$ cat config.mk
export PLATFORM = sky130hd
export DESIGN_NAME = sram_bus_arbiter
export DESIGN_NICKNAME = d
export VERILOG_FILES = /design/src/rtl/sram_bus_arbiter.sv
export SDC_FILE = /design/constraint.sdc
export NUM_CORES = 1
export LEC_CHECK = 0
export ABC_AREA = 1
export CAP_MARGIN = 20
export CELL_PAD_IN_SITES_DETAIL_PLACEMENT = 1
export CELL_PAD_IN_SITES_GLOBAL_PLACEMENT = 1
export CORE_ASPECT_RATIO = 1.5
export CORE_UTILIZATION = 35
export DETAILED_ROUTE_END_ITERATION = 16
export PLACE_DENSITY = 0.9
export SLEW_MARGIN = 20
export SYNTH_ARGS = -nofsm -noshare
export SYNTH_HDL_FRONTEND = slang
export SYNTH_SLANG_ARGS = --single-unit
$ cat constraint.sdc
create_clock -name clk -period 4.1 [get_ports clk]
set_input_delay 0.82 -clock clk [delete_from_list [all_inputs] [get_ports clk]]
set_output_delay 0.82 -clock clk [all_outputs]
set_load 0.005 [all_outputs]
$ cat src/rtl/sram_bus_arbiter.sv
// Two-port arbiter for a multiplexed, address-latched 8-bit SRAM bus.
// Each grant runs one complete read or write cycle; writes to PROTECT_ADDR become io_wr_stb.
module sram_bus_arbiter #(
    parameter int          WAIT_CYCLES  = 0,
    parameter int          PRIO_MODE    = 0,
    parameter logic [7:0]  PROTECT_ADDR = 8'hFF
) (
    input  logic       clk,
    input  logic       rst_n,
    input  logic       cpu_req,
    input  logic       cpu_we,
    input  logic [7:0] cpu_addr,
    input  logic [7:0] cpu_wdata,
    output logic       cpu_ack,
    output logic [7:0] cpu_rdata,
    input  logic       host_req,
    input  logic       host_we,
    input  logic [7:0] host_addr,
    input  logic [7:0] host_wdata,
    output logic       host_ack,
    output logic [7:0] host_rdata,
    output logic       mem_le,
    output logic       mem_oe_n,
    output logic       mem_we_n,
    output logic [7:0] bus_out,
    output logic [7:0] bus_oe,
    input  logic [7:0] bus_in,
    output logic       io_wr_stb,
    output logic [7:0] io_wdata,
    output logic       busy,
    output logic       grant_host
);

    typedef enum logic [2:0] {
        IDLE, ADDR, LATCH, TURN, SAMPLE, DATA, STROBE, DONE
    } state_t;

    localparam logic [2:0] WAIT_LAST = 3'(WAIT_CYCLES);

    state_t     state_reg;
    logic [2:0] wait_reg;
    logic [7:0] addr_reg;
    logic [7:0] wdata_reg;
    logic       we_reg;
    logic       last_host_reg;

    logic       pick_host;
    logic       protected_wr;
    logic [7:0] sel_addr;

    // Host wins unless only cpu asks, or on a round-robin tie where host went last.
    assign pick_host    = host_req && (!cpu_req || (PRIO_MODE != 0) || !last_host_reg);
    assign sel_addr     = pick_host ? host_addr : cpu_addr;
    assign protected_wr = we_reg && (addr_reg == PROTECT_ADDR);

    always_ff @(posedge clk) begin
        if (!rst_n) begin
            state_reg     <= IDLE;
            wait_reg      <= 3'd0;
            addr_reg      <= 8'h00;
            wdata_reg     <= 8'h00;
            we_reg        <= 1'b0;
            last_host_reg <= 1'b0;
            mem_le        <= 1'b1;
            mem_oe_n      <= 1'b1;
            mem_we_n      <= 1'b1;
            bus_out       <= 8'h00;
            bus_oe        <= 8'h00;
            cpu_ack       <= 1'b0;
            host_ack      <= 1'b0;
            cpu_rdata     <= 8'h00;
            host_rdata    <= 8'h00;
            io_wr_stb     <= 1'b0;
            io_wdata      <= 8'h00;
            busy          <= 1'b0;
            grant_host    <= 1'b0;
        end else begin
            cpu_ack   <= 1'b0;
            host_ack  <= 1'b0;
            io_wr_stb <= 1'b0;
            case (state_reg)
                IDLE: begin
                    if (cpu_req || host_req) begin
                        state_reg     <= ADDR;
                        grant_host    <= pick_host;
                        last_host_reg <= pick_host;
                        addr_reg      <= sel_addr;
                        we_reg        <= pick_host ? host_we : cpu_we;
                        wdata_reg     <= pick_host ? host_wdata : cpu_wdata;
                        bus_out       <= sel_addr;
                        bus_oe        <= 8'hFF;
                        mem_le        <= 1'b1;
                        busy          <= 1'b1;
                    end
                end
                ADDR: begin
                    state_reg <= LATCH;
                    mem_le    <= 1'b0;
                end
                LATCH: begin
                    if (we_reg) begin
                        state_reg <= DATA;
                        bus_out   <= wdata_reg;
                    end else begin
                        state_reg <= TURN;
                        bus_oe    <= 8'h00;
                        mem_oe_n  <= 1'b0;
                    end
                end
                TURN: begin
                    state_reg <= SAMPLE;
                    wait_reg  <= 3'd0;
                end
                SAMPLE: begin
                    if (wait_reg == WAIT_LAST) begin
                        state_reg <= DONE;
                        mem_oe_n  <= 1'b1;
                        if (grant_host) begin
                            host_ack   <= 1'b1;
                            host_rdata <= bus_in;
                        end else begin
                            cpu_ack   <= 1'b1;
                            cpu_rdata <= bus_in;
                        end
                    end else begin
                        wait_reg <= wait_reg + 3'd1;
                    end
                end
                DATA: begin
                    state_reg <= STROBE;
                    wait_reg  <= 3'd0;
                    // The I/O register write never reaches the SRAM.
                    mem_we_n  <= protected_wr;
                end
                STROBE: begin
                    if (wait_reg == WAIT_LAST) begin
                        state_reg <= DONE;
                        mem_we_n  <= 1'b1;
                        host_ack  <= grant_host;
                        cpu_ack   <= !grant_host;
                        if (protected_wr) begin
                            io_wr_stb <= 1'b1;
                            io_wdata  <= wdata_reg;
                        end
                    end else begin
                        wait_reg <= wait_reg + 3'd1;
                    end
                end
                DONE: begin
                    state_reg <= IDLE;
                    busy      <= 1'b0;
                    mem_le    <= 1'b1;
                    bus_oe    <= 8'h00;
                    bus_out   <= 8'h00;
                end
                default: begin
                    state_reg <= IDLE;
                end
            endcase
        end
    end

endmodule

==> impl_results.md, run 1 <==
* Status: complete, no violations
* Register area share after synthesis at 42.1%
* CP Capture Point: wdata_reg[5]$_SDFFE_PN0P_
* Worst rel slew slack at 46.4%
* Clock Latency Late Sink at 0.33 ns
* Worst-Margin Slew at 0.804 ns
* DR vias/cell at 4.88
* FF+latch count, synth at 64
* Global-route wire length before repair at 15300 um
* # nets final at 583
* Root Buffer: clkbuf_16
* CTS Sinks at 64
* Setup violators final at 0
* Placed cell count at 631
* Top Usage Layer GRT: met2
* Period utilization at 57.4%
* Final TNS setup at 0 ns
* CP arrival at 2.61 ns
* R2R depth at 7
* Final total power at 1.82 mW
* Synth top area share at 42.1%
* Crit start category: primary input
* Die Height at 116 um
* Largest net degree at the start of global routing at 38
* Synth Cell Area at 3050 um^2
* Initial antenna violation count at 0
* All-layer global routing usage at 22.4%
* GR Util met2 at 44.6%
* CP Class: in2reg
* Net Count, Synth at 499
* R2R Path Start: last_host_reg$_SDFFE_PN0P_
* Final hold slack at 0.466 ns
* CP top delay family: simple AND/OR/NAND/NOR gates
* Min Clock Period, post-route at 2.35 ns
* Drt wl/cell at 14.5 um
* WP data required at 4.36 ns
* Worst-path clk slew at 0.05 ns
* CP bufs+invs at 1
* Hold wc startpoint: cpu_rdata[0]$_SDFFE_PN0P_
* Via count of the routed design at 3156
* Max-slew violation count at 0
* Slowest stage cell, crit path: clkdlybuf4s50_1
* Synth unique cells at 26
* YS warnings at 0
* Peak Freq at 425 MHz
* Overflow after GRT at 0
* DRC violations left at 0
* RSZ-0062 raised after global routing: no
* Area growth syn-to-layout at 40.6%
* R2r setup slk at 2.21 ns
* M3 GR Usage at 5.08%
* Synth top area cells: dfxtp_1, nand2_1, nor2_1
* Met1 Resource Use GR at 21.4%
* Initial core utilization at 36.2%
* CP peak stage delay at 0.74 ns
* DIE AREA at 9090 um^2
* RR Endpoint: wdata_reg[5]$_SDFFE_PN0P_
* Worst path cell trace: clkdlybuf4s50_1 -> nor2_1 -> nor3_4 -> nand2_1 -> a21oi_1
* Setup bufs post-CTS at 0
* Post-CTS Hold Buffers at 0
* CTS max path bufs at 2
* Final antenna diode count at 0
* Initial DRC count at 168
* CP startpoint: host_req
* Setup crit end kind: flip-flop
* Post-route ant nets at 0
* Worst min-delay path class: reg2reg
* Pleak at 1.79 nW
* Maximum vdd drop at 367 uV
* Setup Skew at 0.00706 ns
* H-tree depth at 3
* Number of synthesized flops with an enable pin at 0
* Max_cap viols at 0
* Num CTS Buffers at 9
* Place WS at 1.47 ns
* Post-Syn Instances at 451
* Cts repair resizes at 0
* Non-filler cells, final at 647
* Crit path depth at 5
* Layout cells sized above 1 at 7.04%
* Post-layout util at 50.9%
* Slack of the critical path at 1.75 ns
* Placed instance area at 3970 um^2
* PortBufs at 93
* Final hold vios at 0
* Cell Pwr Density at 424 nW/um^2
* Post-Route WL at 9380 um
* Gpl congestion at 0.816
* Post-synthesis async set-or-reset flop share at 0%
* Drt pass-1 iters at 4
* DP HPWL at 7070 um
* CTS tree: yes
* CP max FO at 18
* Number of core rows at 41
* Design area at 4280 um^2
* Io pins at 94
* Post-Syn Area per Cell at 6.76 um^2
* Die X-Extent at 78.2 um
* Vias in the first global route at 3237
* Core area at 8410 um^2
* Most used DFF post-synth: dfxtp_1
* Synth area leader: dfxtp_1
## per-layer routing
metal  wire length, um  vias to the layer above
met5                 0                        -
met4               252                        0
met3               390                       22
met2              5320                       94
met1              3420                     1470
li1                  -                     1570
## cells in the final DEF, fill, tap and decap left out, types with 3 or more instances in the layout
cell             instances
dfxtp_1                 64
nor2_4                   3
nor2_2                   3
nand3_1                 35
clkdlybuf4s50_1         93
o21ai_0                 19
clkbuf_1                 3
nand2_1                150
a21oi_1                 25
inv_1                   28
nor2_1                  77
clkbuf_16                9
nand2_2                  6
inv_2                    4
## power breakdown
part	internal [mW]	switching (mW)
sequential	0.665	0.0403
clock	0.548	0.264
combinational	0.141	0.159
total	1.35	0.463
## cells in the mapped netlist (4+ instances only)
| cell | count |
|---|---|
| a21oi_1 | 25 |
| buf_6 | 4 |
| buf_4 | 11 |
| o21ai_0 | 19 |
| inv_1 | 28 |
| nor2_1 | 77 |
| dfxtp_1 | 64 |
| nand3_1 | 35 |
| nand2_2 | 6 |
| inv_2 | 4 |
| nand2_1 | 150 |
## cell families (layout without fill, tap and decap cells)
logic type,count (synthesis),in the layout,share of synthesized area (%)
and+or+nand+nor,283,283,40.0
DFF,64,64,42.1
buffers and inverters,56,145,9.36
AOI/OAI and AO/OA,45,45,7.52
adders and majority gates,2,2,0.821
xor gates and xnor gates,1,1,0.288
## worst register-to-register path, cell delays in order, from the launching register on
cell and delay [ns]:
dfxtp_1 0.53, nand2_2 0.21, nand2_2 0.33, clkinv_1 0.33
nand2_1 0.13, nand2_1 0.08, nand2_1 0.09, a21oi_1 0.08
## how the worst min path moves through the flow
stage                     depth (start not counted)                         to
after floorplan                                   2  wdata_reg[0]$_SDFFE_PN0P_
after global placement                            2  cpu_rdata[0]$_SDFFE_PN0P_
after detailed placement                          2  cpu_rdata[0]$_SDFFE_PN0P_
after CTS                                         2  cpu_rdata[0]$_SDFFE_PN0P_
after global routing                              2  cpu_rdata[0]$_SDFFE_PN0P_
final                                             2  cpu_rdata[0]$_SDFFE_PN0P_
## area by class of cell
| class | instances | area [um^2] |
|---|---|---|
| multi-input cells | 331 | 1480 |
| clock inverters | 3 | 65.1 |
| flip-flops and latches | 64 | 1280 |
| well taps | 107 | 134 |
| clock buffers | 13 | 250 |
| fillers | 1079 | 4130 |
| inverters | 34 | 128 |
| repair buffers | 95 | 946 |
Note: power is estimated with default switching activity, not from simulation.
==> inputs of run 2 (changes only) <==
--- a/config.mk
+++ b/config.mk
@@ -10,9 +10,9 @@
 export CELL_PAD_IN_SITES_DETAIL_PLACEMENT = 1
 export CELL_PAD_IN_SITES_GLOBAL_PLACEMENT = 1
 export CORE_ASPECT_RATIO = 1.5
-export CORE_UTILIZATION = 35
+export CORE_UTILIZATION = 32
 export DETAILED_ROUTE_END_ITERATION = 16
-export PLACE_DENSITY = 0.9
+export PLACE_DENSITY = 0.83
 export SLEW_MARGIN = 20
 export SYNTH_ARGS = -nofsm -noshare
 export SYNTH_HDL_FRONTEND = slang
==> constraint.sdc (replaced) <==
create_clock -name clk -period 2.27 [get_ports clk]
set_input_delay 0.454 -clock clk [delete_from_list [all_inputs] [get_ports clk]]
set_output_delay 0.454 -clock clk [all_outputs]
set_load 0.005 [all_outputs]
==> impl_results.md, run 2 (synthesis gave the netlist of run 1 again) <==
* Status: complete, no violations
* Worst-path clk slew at 0.05 ns (about the same)
* Period utilization at 83.4%
* Worst rel slew slack at 61.7% (+15 points)
* Worst-Margin Slew at 0.572 ns (-0.232 ns)
* # nets final at 590 (+1.2%)
* CP bufs+invs at 1 (unchanged)
* Clock Latency Late Sink at 0.34 ns (about the same)
* CP startpoint: last_host_reg$_SDFFE_PN0P_
* Setup bufs post-CTS at 0 (unchanged)
* Max_cap viols at 0 (unchanged)
* Slack of the critical path at 0.377 ns (-1.37 ns)
* Final hold slack at 0.463 ns (-0.00264 ns)
* CTS Sinks at 64 (unchanged)
* Worst min-delay path class: reg2reg
* H-tree depth at 3 (unchanged)
* Vias in the first global route at 3295 (+1.8%)
* Worst path cell trace: clkdlybuf4s50_1
* Initial DRC count at 146 (-13%)
* RR Endpoint: bus_out[2]$_SDFFE_PN0P_
* RSZ-0062 raised after global routing: no
* Layout cells sized above 1 at 8.59% (+1.6 points)
* Pleak at 1.82 nW (+1.7%)
* All-layer global routing usage at 21.0% (-1.4 points)
* Post-layout util at 47.0% (-3.9 points)
* CP Capture Point: grant_host
* Setup crit end kind: output pin
* Setup violators final at 0 (unchanged)
* Max-slew violation count at 0 (unchanged)
* Final hold vios at 0 (unchanged)
* Post-CTS Hold Buffers at 0 (unchanged)
* Non-filler cells, final at 659 (+1.9%)
* Overflow after GRT at 0 (unchanged)
* Peak Freq at 528 MHz
* CTS tree: yes
* Most common cell after layout, fill and taps aside: nand2_1
* Fill cell count at 1191 (+10%)
* Root Buffer: clkbuf_16
* CP top delay family: buffers and inverters
* Num CTS Buffers at 9 (unchanged)
* Number of core rows at 43 (+4.9%)
* CP peak stage delay at 0.59 ns (-0.15 ns)
* Drt wl/cell at 14.4 um (-0.69%)
* Io pins at 94 (unchanged)
* Gpl congestion at 0.820 (+0.43%)
* Die X-Extent at 81.7 um (+4.5%)
* WP data required at 1.82 ns (-2.54 ns)
* Setup Skew at 0.00782 ns (+0.000764 ns)
* Slowest stage cell, crit path: clkdlybuf4s50_1
* CP arrival at 1.44 ns (-1.17 ns)
* Final antenna diode count at 0 (unchanged)
* R2R depth at 6 (-1)
* CP max FO at 7 (-11)
* Area growth syn-to-layout at 42.8%
* DP HPWL at 7240 um (+2.3%)
* Placed cell count at 643 (+1.9%)
* R2R Path Start: state_reg[1]$_SDFFE_PN0P_
* Crit path depth at 1 (-4)
* PortBufs at 93 (unchanged)
* Crit start category: flip-flop
* Largest net degree at the start of global routing at 37 (-2.6%)
* Die Height at 122 um (+4.5%)
* R2r setup slk at 0.59 ns (-1.62 ns)
* DRC violations left at 0 (unchanged)
* CTS max path bufs at 2 (unchanged)
* Cts repair resizes at 0 (unchanged)
* Place WS at 0.150 ns (-1.32 ns)
* Final TNS setup at 0 ns (unchanged)
* Most frequent cells in the layout: nand2_1, clkdlybuf4s50_1, nor2_1
* Maximum vdd drop at 437 uV (+19%)
* Min Clock Period, post-route at 1.89 ns
* Cell Pwr Density at 764 nW/um^2 (+80%)
* Initial antenna violation count at 0 (unchanged)
* Initial core utilization at 32.9% (-3.3 points)
* CP Class: reg2out
* Post-Route WL at 9490 um (+1.2%)
* Drt pass-1 iters at 4 (unchanged)
* Core area at 9250 um^2 (+10%)
* Via count of the routed design at 3156 (unchanged)
* Post-route ant nets at 0 (unchanged)
* DR vias/cell at 4.79 (-1.8%)
* DIE AREA at 9920 um^2 (+9.2%)
* Global-route wire length before repair at 15400 um (+0.64%)
-- run 2: cell types whose count changed in the layout (fill, tap and decap cells not counted), sizes merged --
cell,delta
clkbuf,-3
clkinvlp,+2
inv,+1
buf,+7
-- run 2: worst min-delay path by stage --
stage | start | end | cells after the start
2_1_floorplan | wdata_reg[0]$_SDFFE_PN0P_ | wdata_reg[0]$_SDFFE_PN0P_ | 2
3_3_place_gp | cpu_rdata[0]$_SDFFE_PN0P_ | cpu_rdata[0]$_SDFFE_PN0P_ | 2
3_5_place_dp | cpu_rdata[6]$_SDFFE_PN0P_ | cpu_rdata[6]$_SDFFE_PN0P_ | 2
4_1_cts | cpu_rdata[6]$_SDFFE_PN0P_ | cpu_rdata[6]$_SDFFE_PN0P_ | 2
5_1_grt | cpu_rdata[6]$_SDFFE_PN0P_ | cpu_rdata[6]$_SDFFE_PN0P_ | 2
6_report | cpu_rdata[0]$_SDFFE_PN0P_ | cpu_rdata[0]$_SDFFE_PN0P_ | 2
-- run 2: worst register-to-register path, cell delays in order, from the launching register on --
cell and delay (ns):
dfxtp_1 0.58, nand2_1 0.13, nor2_1 0.46, nand2_1 0.18, nand2_1 0.13, nor2_1 0.05
nor2_1 0.08
-- run 2: routing by layer --
metal | track usage (%) | wire length (um)
met1 | 20.2 | 3520
met2 | 40.3 | 5340
met3 | 4.51 | 373
met4 | 10.4 | 257
met5 | 0 | 0
-- run 2: area by class of cell --
class                           count  area, um^2  area share [%]
Tap cell                          112         140            3.22
Clock inverter                      6        92.6            2.13
Inverter                           34         128            2.93
Sequential cell                    64        1280            29.5
Multi-Input combinational cell    331        1480            34.0
Clock buffer                       10         229            5.26
Timing Repair Buffer              102         998            23.0
-- run 2: stage by stage --
step                      cell area [um^2]  power, mW
after floorplan                       3050       1.60
after global placement                4030       1.83
final                                 4350       3.32
after global routing                  4350       3.48
after detailed placement              4030       1.85
after CTS                             4350       3.36
-- run 2: where the power goes --
group / switching (mW) / total [mW] / internal (mW)
Sequential: 0.0653 / 1.27 / 1.20
Clock: 0.530 / 1.50 / 0.966
Combinational: 0.293 / 0.561 / 0.268
==> inputs of run 3 (changes only) <==
--- a/config.mk
+++ b/config.mk
@@ -10,9 +10,9 @@
 export CELL_PAD_IN_SITES_DETAIL_PLACEMENT = 1
 export CELL_PAD_IN_SITES_GLOBAL_PLACEMENT = 1
 export CORE_ASPECT_RATIO = 1.5
-export CORE_UTILIZATION = 32
+export CORE_UTILIZATION = 29
 export DETAILED_ROUTE_END_ITERATION = 16
-export PLACE_DENSITY = 0.83
+export PLACE_DENSITY = 0.8
 export SLEW_MARGIN = 20
 export SYNTH_ARGS = -nofsm -noshare
 export SYNTH_HDL_FRONTEND = slang
==> constraint.sdc (replaced) <==
create_clock -name clk -period 1.65 [get_ports clk]
set_input_delay 0.33 -clock clk [delete_from_list [all_inputs] [get_ports clk]]
set_output_delay 0.33 -clock clk [all_outputs]
set_load 0.005 [all_outputs]
==> impl_results.md, run 3 (synthesis gave the netlist of run 1 again) <==
* Vias in the first global route at 3366 (+2.2%)
* CTS max path bufs at 2 (unchanged)
* Cell Pwr Density at 972 nW/um^2 (+27%)
* WP data required at 1.32 ns (-0.50 ns)
* Via count of the routed design at 3218 (+2.0%)
* Period utilization at 98.4%
* Num CTS Buffers at 9 (unchanged)
* Final total power at 4.34 mW (+31%)
* Most common cell after layout, fill and taps aside: nand2_1
* Die X-Extent at 85.7 um (+4.9%)
* Global-route wire length before repair at 15700 um (+2.1%)
* Placed cell count at 682 (+6.1%)
* CP max FO at 7 (unchanged)
* CP Class: reg2out
* Worst rel slew slack at 71.0% (+9.3 points)
* Setup violators final at 0 (unchanged)
* Most frequent cells in the layout: nand2_1, clkdlybuf4s50_1, nor2_1
* Post-CTS Hold Buffers at 0 (unchanged)
* Gpl congestion at 0.814 (-0.73%)
* Slowest stage cell, crit path: clkdlybuf4s50_1
* Initial core utilization at 29.9% (-3.0 points)
* Worst min-delay path class: reg2reg
* Placed instance area at 4160 um^2 (+3.4%)
* Peak Freq at 616 MHz
* R2r setup slk at 0.17 ns (-0.42 ns)
* Root Buffer: clkbuf_16
* Post-layout util at 43.8% (-3.2 points)
* CP bufs+invs at 1 (unchanged)
* Clock Latency Late Sink at 0.33 ns (about the same)
* CP peak stage delay at 0.54 ns (-0.05 ns)
* Design area at 4470 um^2 (+2.7%)
* Final TNS setup at 0 ns (unchanged)
* CP arrival at 1.29 ns (-0.15 ns)
* Drt wl/cell at 13.5 um (-6.5%)
* PortBufs at 93 (unchanged)
* Max_cap viols at 0 (unchanged)
* CP top delay family: buffers and inverters
* Io pins at 94 (unchanged)
* Die Height at 128 um (+5.0%)
* Crit start category: flip-flop
* Min Clock Period, post-route at 1.62 ns
* # nets final at 600 (+1.7%)
* Final antenna diode count at 0 (unchanged)
* CTS tree: yes
* Setup crit end kind: output pin
* Worst-path clk slew at 0.05 ns (about the same)
* DR vias/cell at 4.61 (-3.7%)
* DRC violations left at 0 (unchanged)
* Setup Skew at 0.00598 ns (-0.00184 ns)
* Overflow after GRT at 0 (unchanged)
* Worst-Margin Slew at 0.434 ns (-0.138 ns)
* Non-filler cells, final at 698 (+5.9%)
* Post-Route WL at 9400 um (-0.95%)
* RSZ-0062 raised after global routing: no
* Initial DRC count at 63 (-57%)
* Drt pass-1 iters at 4 (unchanged)
* Fill cell count at 1294 (+8.6%)
* Pleak at 1.87 nW (+3.1%)
* CTS Sinks at 64 (unchanged)
* Largest net degree at the start of global routing at 32 (-14%)
* Final hold vios at 0 (unchanged)
* Max-slew violation count at 0 (unchanged)
* Setup bufs post-CTS at 0 (unchanged)
* H-tree depth at 3 (unchanged)
* Layout cells sized above 1 at 10.8% (+2.2 points)
* Post-route ant nets at 0 (unchanged)
* Status: complete, no violations
* Area growth syn-to-layout at 46.6%
* DIE AREA at 10900 um^2 (+10%)
* Worst path cell trace: clkdlybuf4s50_1
* Number of core rows at 45 (+4.7%)
* Core area at 10200 um^2 (+10%)
* Initial antenna violation count at 0 (unchanged)
* Maximum vdd drop at 554 uV (+27%)
* All-layer global routing usage at 18.5% (-2.5 points)
* DP HPWL at 7370 um (+1.9%)
run 3: report_power, final:
group	total, mW	internal [mW]	switching [mW]
combinational	0.806	0.402	0.404
sequential	1.75	1.65	0.0974
clock	1.78	1.13	0.653
run 3: area by class of cell:
cell class | instances | area [um^2] | area share, %
inverters | 34 | 128 | 2.86
repair buffers | 112 | 1100 | 24.6
multi-input cells | 331 | 1490 | 33.3
well taps | 141 | 176 | 3.95
clock inverters | 3 | 15.0 | 0.336
clock buffers | 13 | 270 | 6.05
flip-flops and latches | 64 | 1290 | 28.9
run 3: final timing paths:
kind,start,endpoint,cells past startpoint
worst max-delay path,last_host_reg$_SDFFE_PN0P_,grant_host,1
worst min-delay path,mem_oe_n$_SDFFE_PN1P_,mem_oe_n$_SDFFE_PN1P_,2
worst max register to register,wait_reg[0]$_SDFFE_PN0P_,io_wdata[4]$_SDFFE_PN0P_,8
worst min register to register,mem_oe_n$_SDFFE_PN1P_,mem_oe_n$_SDFFE_PN1P_,2
run 3: metrics by stage:
step	hold slack [ns]	setup WS, ns
floorplan	0.452	0.298
finish	0.461	0.0262
global route	0.485	0.000199
CTS	0.467	0.0149
global placement	0.440	-0.0583
detailed placement	0.453	-0.181
run 3: what timing repair did:
action,in CTS,in global routing
hold endpoints to repair,0,0
setup endpoints to repair,9,9
cloned,0,0
resized for setup,3,3
run 3: routing by layer:
metal,vias to the layer above,GRT usage (%),share of wire (%)
met2,90,35.0,55
li1,1602,-,-
met4,0,10.0,3.2
met5,-,0,0
met1,1509,18.7,38
met3,17,3.49,3.6
